===== src/rtl/pio_ports.sv =====
// Z80-style parallel I/O: NPORTS 8-bit ports with per-bit direction, registered read data.
// Optional change-interrupt (mask/status, irq_n) built only when PIO_PORTS_IRQ_EN is defined.
module pio_ports #(
  parameter int          NPORTS    = 2,
  parameter logic [7:0]  RESET_VAL = 8'h00
) (
  input  logic                  clk,
  input  logic                  reset,
  input  logic                  cs_n,
  input  logic                  rd_n,
  input  logic                  wr_n,
  input  logic [2:0]            addr,
  input  logic [7:0]            data_in,
  output logic [7:0]            data_out,
  input  logic [NPORTS*8-1:0]   port_in,
  output logic [NPORTS*8-1:0]   port_out,
  output logic [NPORTS*8-1:0]   port_oe,
  output logic                  irq_n
);

  localparam int W = NPORTS * 8;

  logic           write_sel;
  logic           read_sel;
  logic           wr_pulse;
  // Holds "write_sel was low last clock"; reset to 0 so a strobe held across reset release is treated as already seen.
  logic           wr_idle_q;
  logic [W-1:0]   out_q;
  logic [W-1:0]   oe_q;
  logic [W-1:0]   sync1_q;
  logic [W-1:0]   sync2_q;
  logic [7:0]     data_out_d;
  logic [7:0]     data_out_q;

  assign write_sel = !cs_n && rd_n && !wr_n;
  assign read_sel  = !cs_n && !rd_n && wr_n;
  assign wr_pulse  = write_sel && wr_idle_q;

  always_ff @(posedge clk) begin
    if (reset) begin
      wr_idle_q  <= 1'b0;
      out_q      <= {NPORTS{RESET_VAL}};
      oe_q       <= '0;
      sync1_q    <= '0;
      sync2_q    <= '0;
      data_out_q <= 8'hFF;
    end else begin
      wr_idle_q  <= !write_sel;
      sync1_q    <= port_in;
      sync2_q    <= sync1_q;
      data_out_q <= read_sel ? data_out_d : 8'hFF;
      for (int k = 0; k < NPORTS; k++) begin
        if (wr_pulse && addr == 3'(2 * k))     out_q[k*8 +: 8] <= data_in;
        if (wr_pulse && addr == 3'(2 * k + 1)) oe_q[k*8 +: 8]  <= data_in;
      end
    end
  end

`ifdef PIO_PORTS_IRQ_EN
  logic [NPORTS-1:0] mask_q;
  logic [NPORTS-1:0] status_q;
  logic [NPORTS-1:0] status_d;
  logic [NPORTS-1:0] chg;
  logic [1:0]        settle_q;
  logic              irq_n_q;

  // A change is seen as sync2 is about to take a new value, so status lands with the new sync2.
  always_comb begin
    chg      = '0;
    status_d = status_q;
    for (int k = 0; k < NPORTS; k++) begin
      chg[k] = |((sync1_q[k*8 +: 8] ^ sync2_q[k*8 +: 8]) & ~oe_q[k*8 +: 8]);
    end
    if (wr_pulse && addr == 3'd7) status_d = status_q & ~data_in[NPORTS-1:0];
    if (settle_q == 2'd2)         status_d = status_d | chg;
  end

  always_ff @(posedge clk) begin
    if (reset) begin
      mask_q   <= '0;
      status_q <= '0;
      settle_q <= 2'd0;
      irq_n_q  <= 1'b1;
    end else begin
      if (settle_q != 2'd2) settle_q <= settle_q + 2'd1;
      if (wr_pulse && addr == 3'd6) mask_q <= data_in[NPORTS-1:0];
      status_q <= status_d;
      irq_n_q  <= !(|(status_q & mask_q));
    end
  end

  assign irq_n = irq_n_q;
`else
  assign irq_n = 1'b1;
`endif

  always_comb begin
    data_out_d = 8'hFF;
    for (int k = 0; k < NPORTS; k++) begin
      if (addr[2:1] == 2'(k)) begin
        data_out_d = addr[0] ? oe_q[k*8 +: 8]
                             : ((out_q[k*8 +: 8] & oe_q[k*8 +: 8]) |
                                (sync2_q[k*8 +: 8] & ~oe_q[k*8 +: 8]));
      end
    end
`ifdef PIO_PORTS_IRQ_EN
    if (addr == 3'd6) data_out_d = {{(8-NPORTS){1'b0}}, mask_q};
    if (addr == 3'd7) data_out_d = {{(8-NPORTS){1'b0}}, status_q};
`endif
  end

  assign data_out = data_out_q;
  assign port_out = out_q;
  assign port_oe  = oe_q;

endmodule


===== config.mk =====
export PLATFORM = sky130hd
export DESIGN_NAME = pio_ports
export DESIGN_NICKNAME = d
export VERILOG_FILES = /design/src/rtl/pio_ports.sv
export SDC_FILE = /design/constraint.sdc
export NUM_CORES = 1
export LEC_CHECK = 0
export CORE_MARGIN = 2
export CORE_UTILIZATION = 54
export CTS_BUF_LIST = sky130_fd_sc_hd__clkbuf_2
export CTS_CLUSTER_SIZE = 30
export DETAILED_ROUTE_END_ITERATION = 12
export PLACE_DENSITY = 0.86
export SYNTH_ARGS = -nofsm -noshare
export SYNTH_HDL_FRONTEND = slang
export SYNTH_SLANG_ARGS = --single-unit

===== constraint.sdc =====
create_clock -name clk -period 4.65 [get_ports clk]
set_clock_uncertainty 0.1 [all_clocks]
set_input_delay 0.465 -clock clk [delete_from_list [all_inputs] [get_ports clk]]
set_output_delay 0.465 -clock clk [all_outputs]
set_load 0.005 [all_outputs]

After elaboration in Yosys (flattened, before gate mapping)
Cells that the tools add are included.
{"block": "op_classes", "n_eq_ne": 4, "mux": 4, "bitwise_logic": 9, "reduce_logical": 16}
{"op": "8-bit bitwise AND", "count": 4}
{"op": "8-bit 2-to-1 mux", "count": 4}
{"op": "8-bit inverter", "count": 2}
{"op": "8-bit OR", "count": 2}
{"op": "1-bit logical AND", "count": 9}
{"op": "3-bit by 2-bit == test with 1-bit output, second input constant", "count": 2}
{"op": "1-bit logical NOT", "count": 4}
{"op": "3-bit by 1-bit == test with 1-bit output, second input constant", "count": 1}
{"op": "3-bit logical NOT", "count": 1}
{"op": "2-bit by 1-bit == test with 1-bit output, second input constant", "count": 1}
{"op": "2-bit logical NOT", "count": 1}
{"op": "2-bit OR reduction", "count": 1}
{"op": "1-bit inverter", "count": 1}
{"block": "totals", "register_bits": 73, "output_inout_bits": 41, "elab_cells": 41}

Longest topological paths before layout
{"block": "logic_depth", "word_depth": 6, "ltp_mapped": 6}

Worst setup path after synthesis
No wires, ideal clock.
{"block": "synth_path", "path_kind": "input -> register", "from": "input cs_n", "to": "register data_out_q[0] (netlist: data_out[0])", "setup_time_ns": 0.120, "arrival_ns": 1.491, "required_ns": 4.430, "path_slack_ns": 2.940, "stages": 3, "n_path_buf": 0, "cell_sequence": "or4b_1 -> or2_0 -> a211o_1"}
{"block": "synth_between", "elab_chain_cells": 5}
{"element": "start: declaration", "line": "9", "source": "input logic cs_n,"}
{"element": "1-bit logical NOT", "line": "36", "source": "assign read_sel = !cs_n && !rd_n && wr_n;"}
{"element": "1-bit logical AND (2 in a row)", "line": "36"}
{"element": "1-bit inverter (no source line)"}
{"element": "2-bit OR reduction (no source line)"}
{"element": "end signal: assignment", "line": "51", "source": "data_out_q <= read_sel ? data_out_d : 8'hFF;"}
{"element": "end: declaration", "line": "33", "source": "logic [7:0] data_out_q;"}
Every way passes these cells.
A chain may end at the register's enable or synchronous reset.

Final worst setup path
{"block": "layout_path", "from": "input addr[0]", "to": "register out_q[5] (netlist: port_out[5])"}
{"block": "layout_between", "elab_chain_cells": 2}
{"element": "start: declaration", "line": "12", "source": "input logic [2:0] addr,"}
{"element": "3-bit logical NOT", "line": "53", "source": "if (wr_pulse && addr == 3'(2 * k)) out_q[k*8 +: 8] <= data_in;"}
{"element": "1-bit logical AND", "line": "53"}
{"element": "end signal: assignment", "line": "42", "source": "out_q <= {NPORTS{RESET_VAL}};"}
{"element": "end signal: indexed assignment", "line": "53"}
{"element": "end: declaration", "line": "28", "source": "logic [W-1:0] out_q;"}
Every way passes these cells.

==> metrics.txt <==
total gr overflow 0; Synthesis Warnings 0; tightest hold margin 342 ps; Post-Syn Area 0.00278 mm²; Pint 0.818 mW; vias in the first global route 1871; final setup TNS 0 ps; Comb pwr share 7.1%; P per Cell Area 301 mW/mm²; Num Clock Sinks 73; met1 usage 27.1%; sequential share of power 59.5%; drt first pass iters 4; CTS tree built; switching pwr 0.272 mW; CP delay by family, top buffers and inverters; Switching Share 24.9%; clock slew at reported path FFs 210 ps; crit path max fanout 36; # DRC 0; Buf+Inv Stages, Crit Path 1; grt met3 use 3.84%; Cell Rows 26; slowest CP cell clkdlybuf4s50_1; number of synthesized register bits 73; crit path time final 2400 ps; Clock Power Share 33.4%; largest net degree at the start of global routing 75; Area Overhead vs Synth 30.2%; Max VDD drop 0.298 mV; Slew @ Worst Pin 1220 ps; Max Slew Vio Count 0; WP data required 4990 ps; peak per-stage delay on the critical path 1030 ps; Clock Latency Late Sink 500 ps; leading cell type in the layout, fill and taps excluded dfxtp_1; DIE WIDTH 75.7 µm; CTS root buffer clkbuf_2; CP cell instances clkdlybuf4s50_1, nor4_4, mux2i_1; Hold Violations, Final 0; layout cells sized above 1 7.51%; IO Pins 73; mean post-synth cell area 10.6 µm²; vias after detailed routing 2030; Die Footprint 0.00573 mm²; WL per Instance 13.4 µm; Synthesized Nets 294; Crit Path Class in2reg; CTS buffer count 9; post-synthesis sequential area ratio 52.6%; post-CTS setup buffers 0; Hold WC Path Type reg2reg; grt met2 use 32.0%; Rel. slew slack 18.5%; GP Congestion 0.852; Die Span Y 75.7 µm; ant diodes 0; period utilisation layout 51.6%; post-CTS sizing 0; max capacitance violation total 0; FMAX 417 MHz; Final ANT Viol Nets 0; vias per inst 5.04; Cell variety after synth 28; core area 0.00504 mm²; Post-Synthesis Cells 262; CTS H-tree lvls 3; Power Total 1.09 mW; Critical Path End Type flop; antenna violations before repair 0; global route hottest layer met2; hpwl dp 3690 µm; Buffers on Ports 71; P_leak 1.44 nW; WP data arrival 2740 ps; final wirelength 5390 µm; outcome completed; nets@finish 360; cts hold-fix bufs 0; GRT Total Usage 20.8%; commonest non-fill, non-tap cells in the layout dfxtp_1 (73), clkdlybuf4s50_1 (70), nand2b_1 (43); clk buf depth 2; initial core utilization 55.1%; RSZ-0062 raised after global routing false; CP Launch Type input pin; final setup vio count 0; first-pass GRT wire length 8740 µm; Starting DRT DRC Count 179
==> flip-flops by register name (all words and copies together), names as in the netlist <==
signal,flops
sync1_q,16
wr_idle_q,1
port_oe,16
sync2_q,16
port_out,16
data_out,8
==> worst paths after layout <==
check / start / endpoint / slack (ps) / cells after the start
max: addr[0] / port_out[5] / 2250 / 3
min: sync1_q[4] / sync2_q[4] / 340 / 1
max reg2reg: wr_idle_q / port_out[5] / 3010 / 3
min reg2reg: sync1_q[4] / sync2_q[4] / 340 / 1
==> power by group through the flow <==
stage | clock (mW) | combinational [mW] | sequential, mW
finish | 0.364 | 0.0774 | 0.648
global route | 0.392 | 0.0857 | 0.650
CTS | 0.368 | 0.0780 | 0.648
detailed placement | 0 | 0.0776 | 0.660
global placement | 0 | 0.0760 | 0.660
floorplan | 0 | 0.0416 | 0.659
==> cells by family (layout without fill, tap and decap cells) <==
group,count (synthesis),after routing,synth area share (%)
simple gates,102,102,24.4
flops,73,73,52.6
compound gates,38,38,8.52
mux,32,32,11.5
buf+inv,16,87,2.75
other cells,1,1,0.135
==> metrics by stage <==
step	cell area (µm²)	cells	setup WS (ps)	utilization, %
after floorplan	2780	262	2940	-
after global placement	3490	387	1760	69.3
after detailed placement	3490	387	1680	69.3
after CTS	3620	403	2250	71.7
after global routing	3620	403	2030	71.7
final	3620	403	2250	71.7
==> per-layer routing <==
layer  vias up  wire length (µm)  share of wire (%)
met4         0               134                2.5
met1       939              2430                 45
met2        60              2590                 48
met5         -                 0                  0
met3        12               229                4.3
li1       1019                 -                  -
==> final cells by class <==
class | count | area (µm²)
Multi-Input combinational cell | 173 | 1240
Fill cell | 371 | 1430
Sequential cell | 73 | 1460
Clock inverter | 7 | 77.6
Timing Repair Buffer | 71 | 706
Clock buffer | 9 | 45.0
Tap cell | 70 | 87.6
==> Yosys cell counts, drive strengths merged <==
cell type / count / area (µm²)
a211o: 2 / 17.5
a21oi: 12 / 60.1
a22oi: 5 / 37.5
a31oi: 1 / 6.26
buf: 7 / 42.5
clkbuf: 9 / 33.8
conb: 1 / 3.75
dfxtp: 73 / 1460
mux2i: 32 / 320
nand2b: 43 / 269
nand4: 1 / 12.5
nand4bb: 1 / 27.5
nor2: 12 / 45.0
nor2b: 33 / 206
nor3: 1 / 10.0
nor3b: 2 / 15.0
nor4: 1 / 21.3
nor4b: 1 / 8.76
o21a: 10 / 75.1
o21ai: 8 / 40.0
or2: 1 / 6.26
or3: 1 / 6.26
or3b: 3 / 26.3
or4b: 2 / 23.8
Note: power is estimated with default switching activity, not from simulation.
==> patch 1 (config.mk and constraints unchanged) <==
Add a define of `PIO_PORTS_IRQ_EN`.
--- a/src/rtl/pio_ports.sv
+++ b/src/rtl/pio_ports.sv
@@ -1,5 +1,7 @@
 // Z80-style parallel I/O: NPORTS 8-bit ports with per-bit direction, registered read data.
 // Optional change-interrupt (mask/status, irq_n) built only when PIO_PORTS_IRQ_EN is defined.
+`define PIO_PORTS_IRQ_EN
+
 module pio_ports #(
   parameter int          NPORTS    = 2,
   parameter logic [7:0]  RESET_VAL = 8'h00
Behaviour: not the same (Yosys sat finds a counterexample within 4 cycles, from zero or initial values and one cycle with reset high).
==> patch 1 against the unedited design <==
Power is 12% higher; synthesized area is 13% higher; sequential cell count is 7 higher; utilization is 0.31 points lower; critical path type unchanged; non-clock buffer count is 3 higher; setup slack better by 0.042 ns; final area is 10% higher; first-iteration DRC count is 16% higher; sequential power is 14% higher; largest power group unchanged; routed wire length is 37% higher; largest cell class unchanged; synthesized cell count is 19% higher.
==> patch 1: results (changes against the unedited design) <==
| Metric | Value |
|---|---|
| R2R depth | 4 (+1) |
| Outcome | finished clean |
| Worst path max stage delay | 1.01 ns (-0.02 ns) |
| Layout cells sized above 1 | 5.70% (-1.8 points) |
| Fin nets | 415 (+15%) |
| Top area cells in the synthesized netlist | dfxtp_1 51%, mux2i_1 11%, nor2b_1 6.4%, nor2_1 4.5%, xnor2_1 4.5% |
| Detailed Place HPWL | 5.18 mm (+40%) |
| Total track usage | 24.0% (+3.2 points) |
| Comb. pwr | 0.147 mW (+90%) |
| IR drop worst, VDD | 0.196 mV (-34%) |
| Arr. time, crit path | 2.64 ns (-0.10 ns) |
| Clk cell area share | 2.42% (-0.97 points) |
| Crit path to | port_out[11] |
| Sequential element share of the synthesized area | 51.0% (-1.6 points) |
| Via count | 2566 (+26%) |
| Commonest cells in the netlist | 80 x dfxtp_1, 38 x nor2_1, 34 x mux2i_1, 32 x nor2b_1, 18 x o21ai_0 |
| Buffers, non-clock | 74 (+4.2%) |
| CP Launch Point | addr[1] |
| Largest net degree at the start of global routing | 73 (-2.7%) |
| Port Buffer Count | 72 (+1.4%) |
| 1st-iter DRT viols | 207 (+16%) |
| Top delay family on crit path | simple AND/OR/NAND/NOR gates |
| Logic inverters | 8 (+8) |
| Multi-input combinational area share | 36.0% (+1.7 points) |
| Int Pwr | 0.908 mW (+11%) |
| Wire per inst | 16.1 um (+20%) |
| Slowest-stage cell, CP | nor4b_2 |
| Hold path startpoint | reset |
patch 1: per-stage QoR:
stage                     area, um2  hold WS [ns]  std cells  power, mW
after CTS                      3980         0.158        458       1.22
after global routing           3980         0.156        458       1.27
after floorplan                3140         0.345        313      0.836
final                          3980         0.170        458       1.22
after detailed placement       3880         0.364        443      0.897
after global placement         3880         0.360        443      0.891
patch 1: cell families (layout without fill, tap and decap cells):
family                   Yosys count  after routing  share of synthesized area [%]
multiplexers                      34             34                           10.8
AO/OA/AOI/OAI                     58             58                           11.9
AND/OR/NAND/NOR                   99             99                           17.7
XOR/XNOR                          17             17                           4.74
buffers and inverters             24             97                           3.39
flip-flops                        80             80                           51.0
adder cells (fa/ha/maj)            1              1                          0.399
patch 1: worst min-delay path: stages:
cell and delay (ns):
buf_2 0.10, nor4b_2 0.10, o21ai_0 0.08
patch 1: per-layer routing:
metal / routed length (um) / global-route usage (%)
met5: 0 / 0
met4: 130 / 10.8
met3: 600 / 4.72
met2: 3360 / 36.9
met1: 3260 / 32.4
==> patch 2 (same settings) <==
Without the edit above. Register the inputs `cs_n`, `rd_n`, `wr_n` and `port_in` before use. The logic sees them one clock later. The other inputs are not delayed to match.
--- a/src/rtl/pio_ports.sv
+++ b/src/rtl/pio_ports.sv
@@ -20,6 +20,18 @@
 
   localparam int W = NPORTS * 8;
 
+  logic cs_n_q;
+  logic rd_n_q;
+  logic wr_n_q;
+  logic [NPORTS*8-1:0] port_q;
+
+  always_ff @(posedge clk) begin
+    cs_n_q <= cs_n;
+    rd_n_q <= rd_n;
+    wr_n_q <= wr_n;
+    port_q <= port_in;
+  end
+
   logic           write_sel;
   logic           read_sel;
   logic           wr_pulse;
@@ -32,8 +44,8 @@
   logic [7:0]     data_out_d;
   logic [7:0]     data_out_q;
 
-  assign write_sel = !cs_n && rd_n && !wr_n;
-  assign read_sel  = !cs_n && !rd_n && wr_n;
+  assign write_sel = !cs_n_q && rd_n_q && !wr_n_q;
+  assign read_sel  = !cs_n_q && !rd_n_q && wr_n_q;
   assign wr_pulse  = write_sel && wr_idle_q;
 
   always_ff @(posedge clk) begin
@@ -46,7 +58,7 @@
       data_out_q <= 8'hFF;
     end else begin
       wr_idle_q  <= !write_sel;
-      sync1_q    <= port_in;
+      sync1_q    <= port_q;
       sync2_q    <= sync1_q;
       data_out_q <= read_sel ? data_out_d : 8'hFF;
       for (int k = 0; k < NPORTS; k++) begin
Function: changed (a bounded check fails within 4 cycles, from zero or initial values and one cycle with reset high).
==> patch 2 against the unedited design <==
Synthesized area up 12%; utilization is 0.44 points lower; global-route usage down 1.1 points; highest routed layer unchanged; sequential share of layout area grew 6.2 points; worst hold slack worse by 0.068 ns; power rose by 17%; sequential cell count up 19; setup slack gained 0.14 ns; non-clock buffer count unchanged; clock power grew 2%; largest cell class unchanged; final area rose by 9.2%; via count is 4.4% higher; largest power group unchanged; routed wire length up 7.6%.
==> patch 2: results (changes against the unedited design) <==
| Metric | Value |
|---|---|
| Mapped Nets | 313 (+6.5%) |
| Compound-gate portion of the synthesized area | 6.80% (-1.7 points) |
| Seq area share | 46.6% (+6.2 points) |
| Syn-to-layout area delta | 27.0% |
| Placer congestion estimate | 0.806 (-5.4%) |
| Sequential power | 0.822 mW (+27%) |
| Fin nets | 379 (+5.3%) |
| First-pass GRT wire length | 9.49 mm (+8.6%) |
| 1st-iter DRT viols | 86 (-52%) |
| Commonest cells in the netlist | 92 x dfxtp_1, 40 x nand2b_1, 33 x nor2b_1, 32 x mux2i_1, 16 x nor2_1 |
| Total track usage | 19.7% (-1.1 points) |
| Layout cells sized above 1 | 5.97% (-1.5 points) |
| Non-filler cells, final | 424 (+5.2%) |
| Leakage power | 1.63 nW (+13%) |
| Comb_multi_in | 172 (-0.58%) |
| Reg power frac | 64.7% (+5.2 points) |
| Dpl ws | 1.93 ns (+0.243 ns) |
| Multi-input combinational area share | 30.3% (-4.0 points) |
| Post-Synth XOR/XNOR Area | 0% (unchanged) |
| Final-layout fill cell count | 408 (+10%) |
| Arr. time, crit path | 2.59 ns (-0.15 ns) |
| Post-synthesis mux area share | 10.3% (-1.2 points) |
| Logic inverters | 1 (+1) |
| Comb. pwr | 0.0768 mW (-0.8%) |
| HP Class | in -> reg |
| Top area cells in the synthesized netlist | dfxtp_1 59%, mux2i_1 10%, nand2b_1 8.0%, nor2b_1 6.6%, a32oi_1 2.3% |
| Buffers, non-clock | 71 (unchanged) |
| IR drop worst, VDD | 0.236 mV (-21%) |
| Outcome | finished clean |
| Max_slew headroom | 18.0% (-0.46 points) |
| Worst-path clk slew | 0.23 ns (+0.02 ns) |
| Placed Cells incl. Taps | 408 (+5.4%) |
| Num sequential | 92 (+26%) |
| Crit-path max FO | 37 (+2.8%) |
| Sequential element share of the synthesized area | 59.2% (+6.6 points) |
| DRT Pass-1 Iters | 6 (+2) |
| Clk cell area share | 2.82% (-0.57 points) |
| Detailed Place HPWL | 4.04 mm (+9.4%) |
| Via density | 5.00 (-0.74%) |
| Post-synth cell types | 27 (-3.6%) |
| Vias in the first global route | 2022 (+8.1%) |
| Area post-placement | 3840 um2 (+9.8%) |
| Switch Pwr | 0.286 mW (+5.2%) |
[patch 2: changes by cell type in the layout (fill, tap and decap cells not counted), moves of 4 or more]
cell     unedited run  this run
a21oi_1            12         7
nand2_1             0         7
a22oi_1             5         0
nor2_1             12        16
dfxtp_1            73        92
a32oi_1             0         8
[patch 2: critical path: stages]
cell and delay (ns):
clkdlybuf4s50_1 1.29, nand3_2 0.52, mux2i_1 0.31
[patch 2: worst paths after layout]
kind,from,end,slack [ns],cells past startpoint
hold reg to reg,sync1_q[7],sync2_q[7],0.35,1
setup / recovery,addr[0],port_oe[10],2.39,3
hold / removal,port_in[15],port_q[15],0.27,1
setup reg to reg,cs_n_q,data_out[3],2.85,3
[patch 2: routing by layer]
| layer | vias up | GRT usage, % | wire length (um) |
|---|---|---|---|
| met1 | 978 | 24.7 | 2620 |
| met3 | 12 | 3.51 | 256 |
| met5 | - | 0 | 0 |
| li1 | 1066 | - | - |
| met2 | 64 | 32.4 | 2810 |
| met4 | 0 | 10.2 | 114 |
